$ cat src/rtl/codificador_param_if.sv
// Bundle of the coder's request/data inputs and its parallel/serial code outputs.
// The master side drives the request; the slave side is the coder itself.
interface codificador_param_if #(
  parameter int W = 4
);
  logic         ready;
  logic [W-1:0] din;
  logic [1:0]   mode;
  logic [W-1:0] dout;
  logic         valid;
  logic         busy;
  logic         sout;
  logic         sout_valid;
  logic         overrun;

  modport master (
    output ready, din, mode,
    input  dout, valid, busy, sout, sout_valid, overrun
  );

  modport slave (
    input  ready, din, mode,
    output dout, valid, busy, sout, sout_valid, overrun
  );
endinterface

$ cat src/rtl/codificador_param.sv
// Captures a W-bit word on a rising edge of ready, encodes it (binary, Gray,
// Excess-3 or ones' complement), presents it in parallel and shifts it out MSB first.
module codificador_param #(
  parameter int W    = 4,
  parameter int CNTW = 3
) (
  input  logic clk,
  input  logic reset,
  codificador_param_if.slave bus
);

  typedef enum logic [1:0] {
    IDLE   = 2'd0,
    ENCODE = 2'd1,
    SHIFT  = 2'd2
  } state_t;

  state_t          state_q, state_d;
  logic            ready_q;
  logic [W-1:0]    din_q, din_d;
  logic [1:0]      mode_q, mode_d;
  logic [W-1:0]    dout_q, dout_d;
  logic [W-1:0]    shreg_q, shreg_d;
  logic            valid_q, valid_d;
  logic            overrun_q, overrun_d;
  logic [CNTW-1:0] cnt_q, cnt_d;

  logic            rise;
  logic [W-1:0]    gray;
  logic [W-1:0]    code;

  assign rise = bus.ready & ~ready_q;

  // Gray code: each bit is the XOR of itself with its more significant neighbour.
  generate
    for (genvar gi = 0; gi < W - 1; gi++) begin : g_gray
      assign gray[gi] = din_q[gi] ^ din_q[gi+1];
    end
  endgenerate
  assign gray[W-1] = din_q[W-1];

  always_comb begin
    code = din_q;
    unique case (mode_q)
      2'd0:    code = din_q;
      2'd1:    code = gray;
      2'd2:    code = din_q + W'(3);
      default: code = ~din_q;
    endcase
  end

  always_comb begin
    state_d   = state_q;
    din_d     = din_q;
    mode_d    = mode_q;
    dout_d    = dout_q;
    shreg_d   = shreg_q;
    cnt_d     = cnt_q;
    valid_d   = 1'b0;
    // Any edge outside IDLE, including the cycle SHIFT hands back, is an overrun.
    overrun_d = overrun_q | (rise & (state_q != IDLE));

    unique case (state_q)
      IDLE: begin
        if (rise) begin
          din_d   = bus.din;
          mode_d  = bus.mode;
          state_d = ENCODE;
        end
      end
      ENCODE: begin
        dout_d  = code;
        shreg_d = code;
        valid_d = 1'b1;
        cnt_d   = '0;
        state_d = SHIFT;
      end
      SHIFT: begin
        shreg_d = {shreg_q[W-2:0], 1'b0};
        cnt_d   = cnt_q + CNTW'(1);
        if (cnt_q == CNTW'(W - 1)) begin
          state_d = IDLE;
        end
      end
      default: state_d = IDLE;
    endcase
  end

  // ready_q resets high so a ready held across reset release is not an edge.
  always_ff @(posedge clk) begin
    if (reset) begin
      state_q   <= IDLE;
      ready_q   <= 1'b1;
      din_q     <= '0;
      mode_q    <= '0;
      dout_q    <= '0;
      shreg_q   <= '0;
      valid_q   <= 1'b0;
      overrun_q <= 1'b0;
      cnt_q     <= '0;
    end else begin
      state_q   <= state_d;
      ready_q   <= bus.ready;
      din_q     <= din_d;
      mode_q    <= mode_d;
      dout_q    <= dout_d;
      shreg_q   <= shreg_d;
      valid_q   <= valid_d;
      overrun_q <= overrun_d;
      cnt_q     <= cnt_d;
    end
  end

  assign bus.dout       = dout_q;
  assign bus.valid      = valid_q;
  assign bus.busy       = (state_q != IDLE);
  assign bus.sout       = (state_q == SHIFT) & shreg_q[W-1];
  assign bus.sout_valid = (state_q == SHIFT);
  assign bus.overrun    = overrun_q;

endmodule

$ cat src/flat_wrapper.sv
// flat-port wrapper written by rule: the top's interface ports become plain ports
module codificador_param_flat 
#(
  parameter int W    = 4,
  parameter int CNTW = 3
)
  (clk, reset, bus_ready, bus_din, bus_mode, bus_dout, bus_valid, bus_busy, bus_sout, bus_sout_valid, bus_overrun);
  codificador_param_if #(.W(W)) bus_i ();
  input  logic clk;
  input  logic reset;
  input wire logic [$bits(bus_i.ready)-1:0] bus_ready;
  input wire logic [$bits(bus_i.din)-1:0] bus_din;
  input wire logic [$bits(bus_i.mode)-1:0] bus_mode;
  output wire logic [$bits(bus_i.dout)-1:0] bus_dout;
  output wire logic [$bits(bus_i.valid)-1:0] bus_valid;
  output wire logic [$bits(bus_i.busy)-1:0] bus_busy;
  output wire logic [$bits(bus_i.sout)-1:0] bus_sout;
  output wire logic [$bits(bus_i.sout_valid)-1:0] bus_sout_valid;
  output wire logic [$bits(bus_i.overrun)-1:0] bus_overrun;
  assign bus_i.ready = bus_ready;
  assign bus_i.din = bus_din;
  assign bus_i.mode = bus_mode;
  assign bus_dout = bus_i.dout;
  assign bus_valid = bus_i.valid;
  assign bus_busy = bus_i.busy;
  assign bus_sout = bus_i.sout;
  assign bus_sout_valid = bus_i.sout_valid;
  assign bus_overrun = bus_i.overrun;
  codificador_param #(.W(W), .CNTW(CNTW)) u_core (.clk(clk), .reset(reset), .bus(bus_i));
endmodule
$ cat config.mk
export PLATFORM = sky130hd
export DESIGN_NAME = codificador_param_flat
export DESIGN_NICKNAME = d
export VERILOG_FILES = /design/src/rtl/codificador_param_if.sv /design/src/rtl/codificador_param.sv /design/src/flat_wrapper.sv
export SDC_FILE = /design/constraint.sdc
export NUM_CORES = 1
export LEC_CHECK = 0
export BUFFER_PORTS_ARGS = -buffer_cell sky130_fd_sc_hd__buf_2
export CELL_PAD_IN_SITES_DETAIL_PLACEMENT = 1
export CELL_PAD_IN_SITES_GLOBAL_PLACEMENT = 2
export CORE_AREA = 2 2 64 66
export DETAILED_ROUTE_END_ITERATION = 12
export DIE_AREA = 0 0 66 68
export HOLD_SLACK_MARGIN = 0.03
export MAX_ROUTING_LAYER = met4
export PLACE_DENSITY_LB_ADDON = 0.1
export SYNTH_ARGS = -nofsm -noshare
export SYNTH_HDL_FRONTEND = slang
export SYNTH_SLANG_ARGS = --single-unit
$ cat constraint.sdc
create_clock -name clk -period 1.6 [get_ports clk]
set_clock_uncertainty 0.2 [all_clocks]
set_input_delay 0.32 -clock clk [delete_from_list [all_inputs] [get_ports clk]]
set_output_delay 0.32 -clock clk [all_outputs]
set_load 0.02 [all_outputs]
[After elaboration in Yosys (flattened, before gate mapping)]
Index checks and enable logic that the tools add are counted.
Word-level totals
  register bits: 22
  bits in latches: 0
  memory bits (writable): 0
  memory bits (read-only): 0
  input port bits: 9
  output and inout port bits: 9
  memories: 0
Cells by class
  $add $sub $neg: 2
  $mul: 0
  divide/modulo/power cells: 0
  $lt $le $gt $ge: 0
  equal/unequal tests: 7
  shift operators: 0
  multiplexer cells: 7
  bitwise operators: 9
  reduce and logical (&&, ||, !) cells: 6
Operators by type and width (number)
  $pmux W4 S3: 1
  $pmux W4 S2: 1
  $pmux W2 S3: 1
  $pmux W3 S2: 1
  $add A4 B2 Y4 const B: 1
  $eq A2 B1 Y1 const B: 2
  $eq A2 B2 Y1 const B: 2
  $logic_not A2 Y1: 2
  $mux W2: 2
  $ne A2 B1 Y1 const B: 2
  $not A4 Y4: 1
  $reduce_and A2 Y1: 2
  $reduce_bool A2 Y1: 2
  $add A3 B1 Y3 const B: 1
  $and A1 B1 Y1: 3
  $eq A3 B2 Y1 const B: 1
  $xor A1 B1 Y1: 3
  $mux W1: 1
  $not A1 Y1: 1
  $or A1 B1 Y1: 1

[Depth between registers and ports, before layout]
  word-level depth: 4
  mapped depth: 6
  depth with buffers taken out: 6

[Worst setup path after synthesis]
No wires, ideal clock.
  path kind: reg-to-reg
  start point: register u_core.state_q[0]
  end point: register u_core.state_q[1]
  arrival time: 1278 ps
  required time: 1272 ps
  setup slack: -6 ps
  cell stages (with the launch flop): 7
  period minus slack after synthesis: 1606 ps
  cell sequence: dfxtp_1 -> inv_1 -> ha_1 -> nor2b_1 -> a21oi_1 -> mux2i_1 -> nor2_1
On the way
  longest elaborated chain between the ends: 3
  elaborated cells between the ends (all ways): 7
  those cells by class: 4 x eq/ne; 1 x mux; 2 x reduce/logical
Ends and longest elaborated chain
  start: declaration: line codificador_param.sv:18  | state_t state_q, state_d;
  start signal: assignment: line codificador_param.sv:102  | state_q <= state_d;
  $eq A2 B2 Y1 *
  via bus_sout_valid: line flat_wrapper.sv:18  | output wire logic [$bits(bus_i.sout_valid)-1:0] bus_sout_valid;
  $ne A2 B1 Y1 (no line)
  $reduce_and A2 Y1 (no line)
The timed path passes the listed nets; every way through them passes the cells marked *.
A chain may end at the register's enable or synchronous reset.

[Worst setup path in the final report]
  start point: register u_core.state_q[0]
  end point: output port bus_sout
On the way
  longest elaborated chain between the ends: 2
Ends and longest elaborated chain
  $eq A2 B2 Y1: line codificador_param.sv:117  | assign bus.sout = (state_q == SHIFT) & shreg_q[W-1];
  $and A1 B1 Y1: line codificador_param.sv:117
  end: declaration: line flat_wrapper.sv:17  | output wire logic [$bits(bus_i.sout)-1:0] bus_sout;
Every way passes these cells.

==> summary.md <==
| Metric | Value |
|---|---|
| Max stage delay cell, worst path | dfxtp_2 |
| CTS Buf Count | 3 |
| Starting Density | 27.94% |
| Number of global-route vias before repair | 994 |
| Final instance area | 1468 sq um |
| Fin. Hold Viols | 0 |
| Fin crit share | 100.1% |
| Power consumption | 1132 uW |
| Die W | 66 um |
| Worst-Margin Slew | 0.3832 ns |
| HP Class | primary input to flop |
| Static leakage | 0.0005858 uW |
| Total routed wirelength | 2625 um |
| Clk Latency, worst-skew pair | 0.26 ns |
| Clock Path Buffers | 2 |
| ANT nets after route | 0 |
| Clk sink count | 22 |
| Max Cap Viol | 0 |
| WP data required | 1.08 ns |
| Area Growth Syn to Fin | 36.24% |
| Grt total ovfl | 0 |
| Core box area | 3856 sq um |
| GP Congestion | 0.7642 |
| Avg Synthesized Cell Area | 8.416 sq um |
| Relative slew margins | 74.46% |
| HPWL after DPL | 2055 um |
| Post-Synthesis Cells | 128 |
| Crit path launch type | flop |
| First-pass DRT Iterations | 4 |
| Failing checks | negative setup slack |
| Inst Count DP | 199 |
| Sequential area share after synthesis | 40.88% |
| Worst path cell trace | inv_4 -> ha_4 -> and2_4 -> buf_6 |
| CP endpoint kind | output pin |
| Yosys warns | 0 |
| First-pass GRT wire length | 4505 um |
| Fin. max-slew vios | 0 |
| Fmax | 624.6 MHz |
| Main synth FF type | dfxtp_1 |
| Rows | 23 |
| GRT Total Usage | 13.41% |
| Vias post-DR | 944 |
| Crit path arrival time | 1.08 ns |
| Clk slew on worst S/H paths | 0.08 ns |
| Unique cell type count in the Yosys netlist | 28 |
| Fin cells | 206 |
| Die Footprint | 4488 sq um |
| Synthesized flop and latch total | 22 |
| WL/cell | 12.74 um |
| Initial antenna violation count | 0 |
| Ports | 18 |
| Number of synthesized flops with an enable pin | 0 |
| Top cell type's share of synthesized area | 40.88% |
| Fillcell total | 490 |
| Power per cell area | 771.2 nW/um^2 |
| Setup slack after layout | -0.001082 ns |
| Fraction of layout cells with a size suffix above 1 | 37.82% |
| Initial DRC count | 26 |
| WS Path Type | flop to output pin |
| Worst VDD drop | 328.0 uV |
| Largest net degree at the start of global routing | 13 |
| RSZ-0062 raised after global routing | yes |
| Post-DR vias/cell | 4.583 |
| Netlist Area Pre-Place | 1077 sq um |
| TritonCTS clock tree | yes |
| Pre-CTS WS | -0.03966 ns |
| Synth cell count leaders | 22 x dfxtp_1, 15 x a21oi_1, 11 x nor2b_1 |
| Status | finished with violations |
| Final nets | 174 |
| Input/output buffers | 17 |
| Hold Buf Count CTS | 0 |
| Cell with the most instances after synthesis | dfxtp_1 |
| Crit-path max cell delay | 0.36 ns |
| Syn nets | 145 |
| Max FO, Critical Path | 4 |
| Hold Slack | 0.07773 ns |
| Die H | 68 um |
| Post-DP Area | 1272 sq um |
| Final min period | 1.601 ns |
| Post-synth top area cell | dfxtp_1 |
| H-tree Lvls | 1 |
| DR DRC count | 0 |
| Ys async rst share | 0% |
| Synth area leaders | dfxtp_1 41%, ha_1 9.3%, a21oi_1 7.0% |
| Final setup violation count | 1 |
| Clk root buf | clkbuf_8 |
| ANT cells | 0 |
kinds of logic (layout without fill, tap and decap cells):
group	Yosys count	after routing	share of synthesized area (%)
multiplexers	2	2	1.858
adder cells (fa/ha/maj)	8	8	9.292
AO/OA/AOI/OAI	30	30	16.73
buffers and inverters	14	42	5.923
AND/OR/NAND/NOR	51	51	24.51
XOR/XNOR	1	1	0.8132
flip-flops	22	22	40.88
worst max-delay path: cells and delay by family, from the launching register on:
family	cells	cell delay, ns
flip-flops	1	0.36
AND/OR/NAND/NOR	1	0.13
buffers and inverters	2	0.17
adder cells (fa/ha/maj)	1	0.17
through the flow:
stage / utilization, % / setup TNS (ns)
floorplan: - / 0
global placement: 33.00 / -0.02610
detailed placement: 33.00 / -0.07183
CTS: 36.50 / -0.01823
global route: 38.06 / -0.07579
finish: 38.06 / -0.001082
routing by layer:
| layer | global-route usage, % | vias to the layer above | share of wire [%] |
|---|---|---|---|
| li1 | - | 489 | - |
| met1 | 15.82 | 439 | 45 |
| met2 | 23.48 | 14 | 50 |
| met3 | 2.961 | 2 | 3.6 |
| met4 | 3.061 | 0 | 0.88 |
| met5 | - | - | 0 |
worst paths after layout:
| check | from | endpoint | slack, ns | cells after the start |
|---|---|---|---|---|
| max | u_core.state_q[0] | bus_sout | -0.001 | 4 |
| min | bus_ready | u_core.ready_q | 0.08 | 2 |
| max reg2reg | u_core.din_q[1] | u_core.bus.dout[3] | 0.07 | 6 |
| min reg2reg | u_core.bus.dout[2] | u_core.bus.dout[2] | 0.28 | 2 |
state kept, by name (all words and copies together) (netlist names):
| name | count |
|---|---|
| u_core.bus.dout | 4 |
| u_core.ready_q | 1 |
| u_core.cnt_q | 3 |
| u_core.bus.overrun | 1 |
| u_core.mode_q | 2 |
| u_core.state_q | 2 |
| u_core.bus.valid | 1 |
| u_core.shreg_q | 4 |
| u_core.din_q | 4 |
area by class of cell:
class                      instances  area [sq um]  share of cell area, %
timing repair buffer              31         216.5                  14.75
multi-input combinational         92         651.9                  44.42
sequential                        22         450.4                  30.69
tap                               50         62.56                  4.263
inverter                           7         31.28                  2.131
clock buffer                       4         55.05                  3.751
where the power goes:
| part | switching (uW) | internal (uW) | leakage, uW |
|---|---|---|---|
| combinational | 86.2 | 80.2 | 0.000376 |
| sequential | 13.4 | 561 | 0.000181 |
| clock | 172 | 219 | 0.0000288 |
| total | 271 | 861 | 0.000586 |
layout by cell type (no fill, tap or decap), types with 2 or more instances in the layout:
master and n:
nand2_1 9, nor2b_2 2, a21oi_1 14, nand3_1 8, a31oi_1 3, nand2b_1 5
ha_1 3, inv_1 3, dfxtp_1 16, o21ai_1 5, mux2i_1 2, nor3b_1 3
buf_4 12, dfxtp_2 5, nor2b_1 9, ha_4 4, clkbuf_8 4, nor3_1 2
buf_6 5, a211oi_2 2, buf_2 14, nor2_1 9, inv_4 2, inv_2 2
timing repair:
| action | in CTS | in global routing |
|---|---|---|
| setup endpoints to repair | 7 | 8 |
| buffers inserted | 1 | 2 |
| cloned | 0 | 0 |
| pin swaps | 4 | 6 |
| resized for setup | 19 | 15 |
Power figures use the tool's default switching activity.
